===== config.mk =====
export PLATFORM = sky130hd
export DESIGN_NAME = operand_regfile_flat
export DESIGN_NICKNAME = d
export VERILOG_FILES = /design/src/rtl/operand_regfile_if.sv /design/src/rtl/operand_regfile.sv /design/src/flat_wrapper.sv
export SDC_FILE = /design/constraint.sdc
export NUM_CORES = 1
export LEC_CHECK = 0
export CORE_MARGIN = 2
export CORE_UTILIZATION = 32
export CTS_BUF_LIST = sky130_fd_sc_hd__clkbuf_8
export CTS_CLUSTER_DIAMETER = 100
export DETAILED_ROUTE_END_ITERATION = 12
export GPL_ROUTABILITY_DRIVEN = 0
export HOLD_SLACK_MARGIN = 0.06
export PLACE_DENSITY = 0.56
export SETUP_SLACK_MARGIN = 0.15
export SYNTH_ARGS = -nofsm -noshare
export SYNTH_HDL_FRONTEND = slang
export SYNTH_SLANG_ARGS = --single-unit

===== constraint.sdc =====
create_clock -name clk -period 4.33 [get_ports clk]
set_clock_uncertainty 0.05 [all_clocks]
set_input_delay 0.866 -clock clk [delete_from_list [all_inputs] [get_ports clk]]
set_output_delay 0.866 -clock clk [all_outputs]
set_load 0.01 [all_outputs]

===== src/rtl/operand_regfile_if.sv =====
// Operand-fetch bus between the decoder/write-back side (master) and the
// register file (slave): read addresses, operands, write-back, flags, condition.
interface operand_regfile_if #(
  parameter int DATA_W = 16,
  parameter int REG_AW = 3
);
  logic [REG_AW-1:0] rd_addr_a;
  logic [REG_AW-1:0] rd_addr_b;
  logic [DATA_W-1:0] imm;
  logic              imm_sel;
  logic              carry_use;
  logic [DATA_W-1:0] A_in;
  logic [DATA_W-1:0] B_in;
  logic              AddSubCBin;
  logic              wr_en;
  logic [REG_AW-1:0] wr_addr;
  logic [DATA_W-1:0] wr_data;
  logic              flags_we;
  logic [3:0]        flags_in;
  logic [3:0]        flags_out;
  logic [3:0]        cond;
  logic              cond_true;

  modport master (
    output rd_addr_a, rd_addr_b, imm, imm_sel, carry_use,
    output wr_en, wr_addr, wr_data, flags_we, flags_in, cond,
    input  A_in, B_in, AddSubCBin, flags_out, cond_true
  );

  modport slave (
    input  rd_addr_a, rd_addr_b, imm, imm_sel, carry_use,
    input  wr_en, wr_addr, wr_data, flags_we, flags_in, cond,
    output A_in, B_in, AddSubCBin, flags_out, cond_true
  );
endinterface


===== src/rtl/operand_regfile.sv =====
// Register file + NZCV flags feeding the ALU, with condition-code evaluation.
// Optional build macro R0_ZERO_EN hardwires r0 to zero.
module operand_regfile #(
  parameter int DATA_W = 16,
  parameter int NREGS  = 8,
  parameter int REG_AW = 3
) (
  input logic               clk,
  input logic               rst,
  operand_regfile_if.slave  bus
);

  logic [DATA_W-1:0] regs_q [NREGS];
  logic [DATA_W-1:0] regs_d [NREGS];
  logic [3:0]        flags_q;
  logic [3:0]        flags_d;
  logic [DATA_W-1:0] a_s;
  logic [DATA_W-1:0] b_reg_s;
  logic              cond_s;

  // An address names real storage only if it is in range (and not r0 when hardwired).
  function automatic logic addr_live(input logic [REG_AW-1:0] a);
`ifdef R0_ZERO_EN
    addr_live = (32'(a) < 32'(NREGS)) && (a != '0);
`else
    addr_live = (32'(a) < 32'(NREGS));
`endif
  endfunction

  // Read ports: purely from stored state, never bypassed from wr_data (ALU loop).
  always_comb begin
    a_s     = '0;
    b_reg_s = '0;
    for (int i = 0; i < NREGS; i++) begin
      a_s     = (addr_live(REG_AW'(i)) && (bus.rd_addr_a == REG_AW'(i))) ? regs_q[i] : a_s;
      b_reg_s = (addr_live(REG_AW'(i)) && (bus.rd_addr_b == REG_AW'(i))) ? regs_q[i] : b_reg_s;
    end
  end

  // Next state for register array and flags.
  always_comb begin
    for (int i = 0; i < NREGS; i++) begin
      regs_d[i] = (bus.wr_en && (bus.wr_addr == REG_AW'(i)) && addr_live(REG_AW'(i)))
                  ? bus.wr_data : regs_q[i];
    end
    flags_d = bus.flags_we ? bus.flags_in : flags_q;
  end

  // State update; reset wins over any write presented in the same cycle.
  always_ff @(posedge clk) begin
    if (rst) begin
      for (int i = 0; i < NREGS; i++) begin
        regs_q[i] <= '0;
      end
      flags_q <= 4'b0000;
    end else begin
      for (int i = 0; i < NREGS; i++) begin
        regs_q[i] <= regs_d[i];
      end
      flags_q <= flags_d;
    end
  end

  // Condition code against stored flags: [3]=N [2]=Z [1]=C [0]=V.
  always_comb begin
    cond_s = 1'b0;
    case (bus.cond)
      4'b0000: cond_s = flags_q[2];
      4'b0001: cond_s = !flags_q[2];
      4'b0010: cond_s = flags_q[1];
      4'b0011: cond_s = !flags_q[1];
      4'b0100: cond_s = flags_q[3];
      4'b0101: cond_s = !flags_q[3];
      4'b0110: cond_s = flags_q[0];
      4'b0111: cond_s = !flags_q[0];
      4'b1000: cond_s = flags_q[1] && !flags_q[2];
      4'b1001: cond_s = !flags_q[1] || flags_q[2];
      4'b1010: cond_s = (flags_q[3] == flags_q[0]);
      4'b1011: cond_s = (flags_q[3] != flags_q[0]);
      4'b1100: cond_s = !flags_q[2] && (flags_q[3] == flags_q[0]);
      4'b1101: cond_s = flags_q[2] || (flags_q[3] != flags_q[0]);
      4'b1110: cond_s = 1'b1;
      4'b1111: cond_s = 1'b0;
      default: cond_s = 1'b0;
    endcase
  end

  assign bus.A_in       = a_s;
  assign bus.B_in       = bus.imm_sel ? bus.imm : b_reg_s;
  assign bus.AddSubCBin = bus.carry_use & flags_q[1];
  assign bus.flags_out  = flags_q;
  assign bus.cond_true  = cond_s;

endmodule


===== src/flat_wrapper.sv =====
// flat-port wrapper written by rule: the top's interface ports become plain ports
module operand_regfile_flat 
#(
  parameter int DATA_W = 16,
  parameter int NREGS  = 8,
  parameter int REG_AW = 3
)
  (clk, rst, bus_rd_addr_a, bus_rd_addr_b, bus_imm, bus_imm_sel, bus_carry_use, bus_wr_en, bus_wr_addr, bus_wr_data, bus_flags_we, bus_flags_in, bus_cond, bus_A_in, bus_B_in, bus_AddSubCBin, bus_flags_out, bus_cond_true);
  operand_regfile_if #(.DATA_W(DATA_W), .REG_AW(REG_AW)) bus_i ();
  input logic clk;
  input logic rst;
  input wire logic [$bits(bus_i.rd_addr_a)-1:0] bus_rd_addr_a;
  input wire logic [$bits(bus_i.rd_addr_b)-1:0] bus_rd_addr_b;
  input wire logic [$bits(bus_i.imm)-1:0] bus_imm;
  input wire logic [$bits(bus_i.imm_sel)-1:0] bus_imm_sel;
  input wire logic [$bits(bus_i.carry_use)-1:0] bus_carry_use;
  input wire logic [$bits(bus_i.wr_en)-1:0] bus_wr_en;
  input wire logic [$bits(bus_i.wr_addr)-1:0] bus_wr_addr;
  input wire logic [$bits(bus_i.wr_data)-1:0] bus_wr_data;
  input wire logic [$bits(bus_i.flags_we)-1:0] bus_flags_we;
  input wire logic [$bits(bus_i.flags_in)-1:0] bus_flags_in;
  input wire logic [$bits(bus_i.cond)-1:0] bus_cond;
  output wire logic [$bits(bus_i.A_in)-1:0] bus_A_in;
  output wire logic [$bits(bus_i.B_in)-1:0] bus_B_in;
  output wire logic [$bits(bus_i.AddSubCBin)-1:0] bus_AddSubCBin;
  output wire logic [$bits(bus_i.flags_out)-1:0] bus_flags_out;
  output wire logic [$bits(bus_i.cond_true)-1:0] bus_cond_true;
  assign bus_i.rd_addr_a = bus_rd_addr_a;
  assign bus_i.rd_addr_b = bus_rd_addr_b;
  assign bus_i.imm = bus_imm;
  assign bus_i.imm_sel = bus_imm_sel;
  assign bus_i.carry_use = bus_carry_use;
  assign bus_i.wr_en = bus_wr_en;
  assign bus_i.wr_addr = bus_wr_addr;
  assign bus_i.wr_data = bus_wr_data;
  assign bus_i.flags_we = bus_flags_we;
  assign bus_i.flags_in = bus_flags_in;
  assign bus_i.cond = bus_cond;
  assign bus_A_in = bus_i.A_in;
  assign bus_B_in = bus_i.B_in;
  assign bus_AddSubCBin = bus_i.AddSubCBin;
  assign bus_flags_out = bus_i.flags_out;
  assign bus_cond_true = bus_i.cond_true;
  operand_regfile #(.DATA_W(DATA_W), .NREGS(NREGS), .REG_AW(REG_AW)) u_core (.clk(clk), .rst(rst), .bus(bus_i));
endmodule

==> results of run 1 <==
-- what timing repair did --
action,4_1_cts,5_1_grt
hold buffers,0,0
endpoints found under the setup margin,0,1
resized for setup,0,1
-- cells in the mapped netlist, types with 7 or more instances --
master,instances
a211oi_1,14
nor2_1,46
mux2i_1,48
o31a_1,11
nor2b_1,17
nand2_1,305
a21oi_1,185
buf_4,7
nand3_1,11
inv_1,7
o2bb2ai_1,12
o21a_1,8
a2bb2oi_1,11
o21ai_0,46
clkbuf_1,34
dfxtp_1,132
o211ai_1,7
a22oi_1,20
buf_2,52
-- per-layer routing --
| metal | GRT usage (%) | wire length, um | vias up |
|---|---|---|---|
| li1 | - | - | 3666 |
| met1 | 32.7 | 12700 | 3575 |
| met2 | 34.6 | 12600 | 323 |
| met3 | 3.52 | 2000 | 44 |
| met4 | 6.80 | 565 | 0 |
| met5 | 0 | 0 | - |
-- cell families (layout without fill, tap and decap cells) --
family	after synthesis	in the layout	synth area share, %
simple gates	409	409	23.0
compound gates	336	336	26.8
flops	132	132	35.2
buf+inv	106	163	6.83
mux	53	53	7.89
xor+xnor	3	3	0.350
-- how the worst min path moves through the flow --
| stage | end | start | slack [ns] | cells past startpoint |
|---|---|---|---|---|
| after floorplan | u_core.regs_q[0][66] | u_core.regs_q[0][66] | 0.39 | 2 |
| after global placement | u_core.regs_q[0][87] | u_core.regs_q[0][87] | 0.41 | 2 |
| after detailed placement | u_core.regs_q[0][91] | u_core.regs_q[0][91] | 0.41 | 2 |
| after CTS | u_core.regs_q[0][89] | u_core.regs_q[0][89] | 0.42 | 2 |
| after global routing | u_core.regs_q[0][65] | u_core.regs_q[0][65] | 0.44 | 2 |
| final | u_core.regs_q[0][84] | u_core.regs_q[0][84] | 0.42 | 2 |
-- power by group --
group	total, mW	switching [mW]	internal [mW]
logic	0.480	0.277	0.203
registers	1.27	0.0274	1.24
clock network	1.23	0.497	0.734
total	2.98	0.801	2.18
-- worst max-delay path: cells and delay by family --
kind / cells / cell delay (ns)
AOI/OAI and AO/OA: 3 / 0.46
and+or+nand+nor: 1 / 0.19
buffers and inverters: 4 / 1.58
-- final cells by class --
| type | count | area (sq um) |
|---|---|---|
| fill | 2485 | 14200 |
| inverter | 7 | 26.3 |
| timing repair buffer | 124 | 1180 |
| sequential | 132 | 2640 |
| clock inverter | 8 | 143 |
| multi-input combinational | 801 | 4360 |
| clock buffer | 24 | 330 |
| tap | 319 | 399 |
-- cells in the final DEF (no fill, tap or decap), types with 2 or more instances in the layout --
cell type and n:
nor3_4 2, o211ai_1 7, and2_1 2, a2bb2oi_1 11, nor2b_1 17, o21a_1 8
buf_4 29, a22oi_1 20, xor2_1 3, o31a_1 11, dfxtp_1 132, o2bb2ai_1 12
o21ai_0 46, a211oi_1 14, nor3_1 3, buf_12 4, o311ai_0 2, nand3b_1 2
a221oi_1 6, nor2_4 3, nor3b_1 2, a21oi_1 185, nand3_1 11, buf_2 5
bufinv_16 4, clkinv_2 3, mux2i_1 48, o31ai_1 2, clkdlybuf4s50_1 86, nand2_1 305
nor2_2 3, nor2_1 46, mux4_2 5, a21boi_0 5, nand2b_1 2, inv_1 7
clkbuf_8 24
-- state kept, by name (all words and copies together), names as in the netlist --
signal and count:
u_core.regs_q 128, u_core.bus.flags_out 4
-- stage by stage --
step                setup slack (ns)  area [sq um]  utilization (%)
finish                         0.324          9080             39.0
global route                   0.228          9080             39.0
CTS                            0.322          9080             39.0
detailed placement             0.341          8610             37.0
global placement               0.359          8610             37.0
floorplan                       1.49          7510                -
==> results.sh, run 1 <==
export IMPL_cts_setup_buffers=0
export IMPL_initialDrtViolationCount=735
export IMPL_grt_usage_pct=22.6
export IMPL_yosysTopAreaCellShare_pct=35.2
export IMPL_worstSetupStartpointType="input port"
export IMPL_port_buffers=92
export IMPL_reg2reg_depth=2
export IMPL_syn_nets=1094
export IMPL_layout_nets=1138
export IMPL_clock_root_buffer="clkbuf_8"
export IMPL_fp_dieW_um=157
export IMPL_crit_type="in -> out"
export IMPL_wl_per_cell_um=19.7
export IMPL_r2r_end="u_core.regs_q[0][114]"
export IMPL_final_setup_viol_count=0
export IMPL_grt_ovfl_total=0
export IMPL_crit_path_end="bus_B_in[6]"
export IMPL_dp_cells=1383
export IMPL_slew_headroom_pct=38.0
export IMPL_avgViaCountPerCell=5.38
export IMPL_ys_top_cells_by_area="dfxtp_1, nand2_1, a21oi_1, mux2i_1, buf_2"
export IMPL_wl_um=27800
export IMPL_grt_max_degree=80
export IMPL_initial_core_util_pct=32.3
export IMPL_yosys_most_used_dff="dfxtp_1"
export IMPL_num_vias=7608
export IMPL_p_leak_nw=3.06
export IMPL_row_count=56
export IMPL_io_pins=93
export IMPL_post_dp_hpwl_um=18100
export IMPL_path_cells="clkdlybuf4s50_1, buf_12, nor2b_1, buf_4, a22oi_1, o21a_1, a21oi_1, clkdlybuf4s50_1"
export IMPL_area_growth_pct=20.9
export IMPL_core_sq_um=23300
export IMPL_grt_setup_unrepaired="false"
export IMPL_arrival_ns=3.09
export IMPL_postRouteAntennaNets=0
export IMPL_fmax_ghz=0.250
export IMPL_drv_slew=0
export IMPL_p_per_area_nw_per_um2=328
export IMPL_hold_class="reg -> reg"
export IMPL_min_period_ns=4.01
export IMPL_netlist_instances=1039
export IMPL_antenna_found_initial=0
export IMPL_rr_startpoint="u_core.regs_q[0][114]"
export IMPL_clk_latency_ns=0.45
export IMPL_cp_data_required_time_ns=3.41
export IMPL_timing_critical_path_from="bus_rd_addr_b[2]"
export IMPL_n_antenna_cell=0
export IMPL_instances_no_fill=1415
export IMPL_cp_common_cell="clkdlybuf4s50_1"
export IMPL_timing_final_crit_share_pct=92.5
export IMPL_seq_area_frac_synth_pct=35.2
export IMPL_clk_transition_reported_paths_ns=0.08
export IMPL_clock_path_buffers=2
export IMPL_yosys_warnings=0
export IMPL_outcome="finished clean"
export IMPL_max_cap_violations=0
export IMPL_worstSetupEndpointType="primary output"
export IMPL_finalPower_mw=2.98
export IMPL_htree_levels=4
export IMPL_slowest_delay_ns=0.59
export IMPL_synthDistinctLibCells=53
export IMPL_setup_tns_ns=0
export IMPL_worst_slew_pin_slew_ns=0.930
export IMPL_rrSetupSlack_ns=3.53
export IMPL_final_hold_viol_count=0
export IMPL_async_reset_ff_share_pct=0
export IMPL_numCtsBuffers=17
export IMPL_drcViolationCount=0
export IMPL_slowest_stage="clkdlybuf4s50_1"
export IMPL_drt_pass1_iterations=5
export IMPL_synth_area_sq_um=7510
export IMPL_drive_gt1_share_pct=8.12
export IMPL_hold_slack_ns=0.422
export IMPL_avgSynthCellArea_sq_um=7.23
export IMPL_die_h_um=157
export IMPL_grt_pass1_wl_um=42100
export IMPL_clock_sinks=132
export IMPL_dieArea_sq_um=24700
export IMPL_synth_edf_count=0
export IMPL_vdd_ir_drop_max_uv=166
export IMPL_crit_path_max_fanout=36
export IMPL_synth_largest_area_cell="dfxtp_1"
export IMPL_ys_seq_elements=132
export IMPL_grt_pass1_vias=6877
export IMPL_cts_tree="built"
Note: power is estimated with default switching activity, not from simulation.
==> inputs of run 2 (changes only) <==
CORE_ASPECT_RATIO = 1.2   (was not set)
PLACE_DENSITY = not set   (was 0.56)
==> results.sh, run 2 (synthesized netlist as in run 1, its figures left out) <==
export IMPL_grt_setup_unrepaired="false"
export IMPL_num_vias=7599
export IMPL_initial_core_util_pct=32.5
export IMPL_cp_data_required_time_ns=3.41
export IMPL_area_growth_pct=20.2
export IMPL_arrival_ns=3.05
export IMPL_final_hold_viol_count=0
export IMPL_grt_usage_pct=21.9
export IMPL_reg2reg_depth=2
export IMPL_final_setup_viol_count=0
export IMPL_hold_class="reg -> reg"
export IMPL_initialDrtViolationCount=725
export IMPL_n_antenna_cell=0
export IMPL_hold_buffers=0
export IMPL_holdCritStartpoint="u_core.regs_q[0][9]"
export IMPL_r2r_end="u_core.regs_q[0][120]"
export IMPL_clk_transition_reported_paths_ns=0.07
export IMPL_crit_path_max_fanout=21
export IMPL_layout_common_cells="nand2_1, a21oi_1, dfxtp_1, clkdlybuf4s50_1, mux2i_1"
export IMPL_clock_root_buffer="clkbuf_8"
export IMPL_crit_buf_inv=4
export IMPL_row_count=61
export IMPL_setup_tns_ns=0
export IMPL_clk_latency_ns=0.46
export IMPL_worstSetupStartpointType="input port"
export IMPL_antenna_found_initial=2
export IMPL_wl_per_cell_um=19.0
export IMPL_path_cells="clkdlybuf4s50_1, buf_4, and3_1, buf_4, a21oi_1, a21oi_1, clkdlybuf4s50_1"
export IMPL_drive_gt1_share_pct=8.02
export IMPL_grt_ovfl_total=0
export IMPL_numCtsBuffers=17
export IMPL_drv_slew=0
export IMPL_die_h_um=172
export IMPL_htree_levels=4
export IMPL_worstSetupEndpointType="primary output"
export IMPL_hold_end="u_core.regs_q[0][9]"
export IMPL_io_pins=93
export IMPL_dieArea_sq_um=24700
export IMPL_cts_resized=0
export IMPL_grt_max_degree=76
export IMPL_critPathTopFamily="buffers and inverters"
export IMPL_max_cap_violations=0
export IMPL_largest_reg_flops=128
export IMPL_post_dp_hpwl_um=17800
export IMPL_slew_headroom_pct=31.8
export IMPL_p_per_area_nw_per_um2=327
export IMPL_postRouteAntennaNets=0
export IMPL_grt_pass1_wl_um=41200
export IMPL_vdd_ir_drop_max_uv=206
export IMPL_p_leak_nw=3.03
export IMPL_wl_um=26900
export IMPL_worst_slew_pin_slew_ns=1.02
export IMPL_rr_startpoint="u_core.regs_q[0][120]"
export IMPL_slowest_stage="clkdlybuf4s50_1"
export IMPL_min_period_ns=3.97
export IMPL_slowest_delay_ns=0.58
export IMPL_rrSetupSlack_ns=3.56
export IMPL_largest_register="u_core.regs_q"
export IMPL_clock_path_buffers=2
export IMPL_grt_pass1_vias=7146
export IMPL_fp_dieW_um=144
export IMPL_final_common_cell="nand2_1"
export IMPL_timing_final_crit_share_pct=91.7
export IMPL_cts_setup_buffers=0
export IMPL_cts_tree="built"
export IMPL_min_path_cells=2
export IMPL_fmax_ghz=0.252
export IMPL_nFillCells=2399
export IMPL_hold_slack_ns=0.422
export IMPL_outcome="finished clean"
export IMPL_clock_sinks=132
export IMPL_avgViaCountPerCell=5.38
export IMPL_crit_type="in -> out"
export IMPL_layout_nets=1139
export IMPL_drt_pass1_iterations=5
export IMPL_drcViolationCount=0
export IMPL_port_buffers=92
export IMPL_core_sq_um=23100
run 2: cell count changes in the layout (fill, tap and decap cells not counted), moves of 2 or more:
cell,delta
buf_12,-3
clkbuf_8,-6
buf_4,+4
clkinvlp_4,+2
run 2: layout make-up:
class | instances | area, sq um | area share [%]
clock inverters | 14 | 209 | 2.31
clock buffers | 18 | 248 | 2.74
flip-flops and latches | 132 | 2640 | 29.3
repair buffers | 125 | 1150 | 12.8
well taps | 315 | 394 | 4.36
multi-input cells | 801 | 4360 | 48.3
inverters | 7 | 26.3 | 0.291
run 2: worst min-delay path: cells and delay by family (launching register included):
family,cells,cell delay (ns)
compound gates,1,0.05
flops,1,0.32
simple gates,1,0.05
run 2: how the worst max path moves through the flow:
stage               slack, ns  cells after the start      endpoint             start
floorplan                1.49                      5   bus_A_in[2]  bus_rd_addr_a[2]
global placement         0.37                      7  bus_B_in[14]  bus_rd_addr_b[0]
detailed placement       0.39                      7  bus_B_in[14]  bus_rd_addr_b[0]
CTS                      0.39                      7  bus_B_in[14]  bus_rd_addr_b[0]
global route             0.26                      7  bus_B_in[14]  bus_rd_addr_b[2]
finish                   0.36                      7  bus_B_in[14]  bus_rd_addr_b[0]
run 2: routing by layer:
| metal | wire length (um) | track usage [%] | part of all wire [%] |
|---|---|---|---|
| met4 | 781 | 8.65 | 2.9 |
| met2 | 13000 | 36.5 | 48 |
| met1 | 11400 | 27.8 | 42 |
| met5 | 26 | 0 | 0.097 |
| met3 | 1710 | 4.24 | 6.4 |
run 2: power by group:
group	leakage, nW	total [mW]	switching (mW)	internal (mW)
combinational	1.74	0.471	0.270	0.200
clock	0.226	1.22	0.523	0.697
sequential	1.07	1.27	0.0255	1.24
run 2: per-stage QoR:
step / setup WS (ns) / instances / util (%) / instance area (sq um) / total power [mW]
after floorplan: 1.49 / 1039 / - / 7510 / 1.56
after global placement: 0.368 / 1380 / 37.1 / 8570 / 1.76
after detailed placement: 0.391 / 1380 / 37.1 / 8570 / 1.76
after CTS: 0.386 / 1412 / 39.1 / 9030 / 2.96
after global routing: 0.264 / 1412 / 39.1 / 9030 / 3.06
final: 0.360 / 1412 / 39.1 / 9030 / 2.96
==> patch (flow settings as in run 2) <==
`NREGS` is set to 8 in 2 places; all go to 32.
--- a/src/rtl/operand_regfile.sv
+++ b/src/rtl/operand_regfile.sv
@@ -2,7 +2,7 @@
 // Optional build macro R0_ZERO_EN hardwires r0 to zero.
 module operand_regfile #(
   parameter int DATA_W = 16,
-  parameter int NREGS  = 8,
+  parameter int NREGS  = 32,
   parameter int REG_AW = 3
 ) (
   input logic               clk,
--- a/src/flat_wrapper.sv
+++ b/src/flat_wrapper.sv
@@ -2,7 +2,7 @@
 module operand_regfile_flat 
 #(
   parameter int DATA_W = 16,
-  parameter int NREGS  = 8,
+  parameter int NREGS  = 32,
   parameter int REG_AW = 3
 )
   (clk, rst, bus_rd_addr_a, bus_rd_addr_b, bus_imm, bus_imm_sel, bus_carry_use, bus_wr_en, bus_wr_addr, bus_wr_data, bus_flags_we, bus_flags_in, bus_cond, bus_A_in, bus_B_in, bus_AddSubCBin, bus_flags_out, bus_cond_true);
Function: not settled (the Yosys comparison gave no result); the edit may change what the design does.
==> patch against run 2 <==
  * Total power decreased by 5.9%
  * Die area down 3.9%
  * Synthesized area is 4.0% lower
  * Final cell count down 8.4%
  * Routed wire length rose by 1.3%
  * Count of clock-buffer cells in the layout unchanged
  * Worst setup slack worse by 0.18 ns
  * Sequential cell count unchanged
  * Final area shrank 3.4%
  * Critical path type unchanged
  * Largest power group unchanged
==> patch: results <==
[detailed_routing]
wl_mm = 27.2
vias = 7321
drtIter0Drc = 853

[power]
intPower_mw = 1.96
p_leak_nw = 2.95

[place]
dp_hpwl_mm = 18.0
place_area_mm2 = 0.00831
place_ws_ns = 0.195

[yosys]
ys_seq_area_share_pct = 36.6
synthFlopType = "dfxtp_1"
synthesis.nets = 995
muxShareOfSynthArea_pct = 10.5
synth_area_leaders = "dfxtp_1 37%, nand2_1 15%, a21oi_1 9.8%, mux4_2 4.7%, mux2i_1 3.3%"
synth_xor_area_share_pct = 0.364
yosysWarnings = 0
async_flop_share_pct = 0
yosys.cell_types.count = 52
synth_compound_area_share_pct = 23.1
synth-adder-area-share_pct = 0
yosys-top-cells-count = "297 x nand2_1, 141 x a21oi_1, 132 x dfxtp_1"

[setup_path]
slowest_stage = "clkdlybuf4s50_1"
worstPathMaxFanout = 10
max_stage_delay_ns = 0.73
arrival_ns = 3.23

[global_route]
grtUsageTotal_pct = 22.6
antenna_found_initial = 0
first_global_vias = 6809

[layout]
fill_cells = 2271
final_nets = 1056
drive_gt1_share_pct = 11.2

[run_status]
outcome = "finished clean"

[sta]
worst_pin_slew_ns = 1.06
## patch: cell types whose count changed after synthesis, sizes merged, moves of 12 or more
cell,delta
a21oi,-44
nor2,-18
a22oi,-15
mux2i,-24
a22o,+13
buf,-14
mux4,+12
o21ai,-18
o221ai,+14
a31oi,+14
## patch: critical path: cells and delay by family
family                 cells  cell delay, ns
muxes                      1            0.20
buffers and inverters      3            1.51
AOI/OAI and AO/OA          3            0.65
## patch: final cells by class
type | count | area, um^2 | area share (%)
Clock inverter | 14 | 155 | 1.78
Sequential cell | 132 | 2640 | 30.3
Tap cell | 279 | 349 | 4.00
Timing Repair Buffer | 128 | 1200 | 13.7
Inverter | 6 | 22.5 | 0.258
Clock buffer | 18 | 248 | 2.84
Multi-Input combinational cell | 716 | 4110 | 47.1
## patch: repair_timing
item,4_1_cts,5_1_grt
endpoints found under the setup margin,0,7
hold buffers,0,0
resized for setup,0,3
## patch: through the flow
stage | hold slack, ns | cells | util [%]
CTS | 0.421 | 1293 | 39.1
global route | 0.440 | 1293 | 39.1
floorplan | 0.391 | 940 | -
finish | 0.425 | 1293 | 39.1
detailed placement | 0.411 | 1261 | 37.3
global placement | 0.406 | 1261 | 37.3
## patch: kinds of logic after synthesis
group                  after synthesis
flip-flops                         132
multiplexers                        52
XOR/XNOR                             3
AND/OR/NAND/NOR                    390
buffers and inverters               92
AO/OA/AOI/OAI                      271
## patch: worst paths after layout
kind	startpoint	to	slack, ns
setup reg to reg	u_core.regs_q[3][74]	u_core.regs_q[3][74]	3.55
setup / recovery	bus_rd_addr_a[1]	bus_A_in[15]	0.18
hold reg to reg	u_core.regs_q[3][101]	u_core.regs_q[3][101]	0.43
hold / removal	u_core.regs_q[3][101]	u_core.regs_q[3][101]	0.43
## patch: per-layer routing
| metal | GRT usage, % | share of wire [%] | vias up |
|---|---|---|---|
| li1 | - | - | 3417 |
| met1 | 28.8 | 42 | 3512 |
| met2 | 38.1 | 49 | 330 |
| met3 | 3.39 | 6.4 | 62 |
| met4 | 9.74 | 3.1 | 0 |
| met5 | 0 | 0 | - |
## patch: power by group through the flow
stage / clock (mW) / sequential [mW] / combinational (mW)
6_report: 1.06 / 1.27 / 0.451
5_1_grt: 1.12 / 1.27 / 0.479
4_1_cts: 1.07 / 1.27 / 0.447
3_5_place_dp: 0 / 1.29 / 0.445
3_3_place_gp: 0 / 1.29 / 0.443
2_1_floorplan: 0 / 1.28 / 0.252
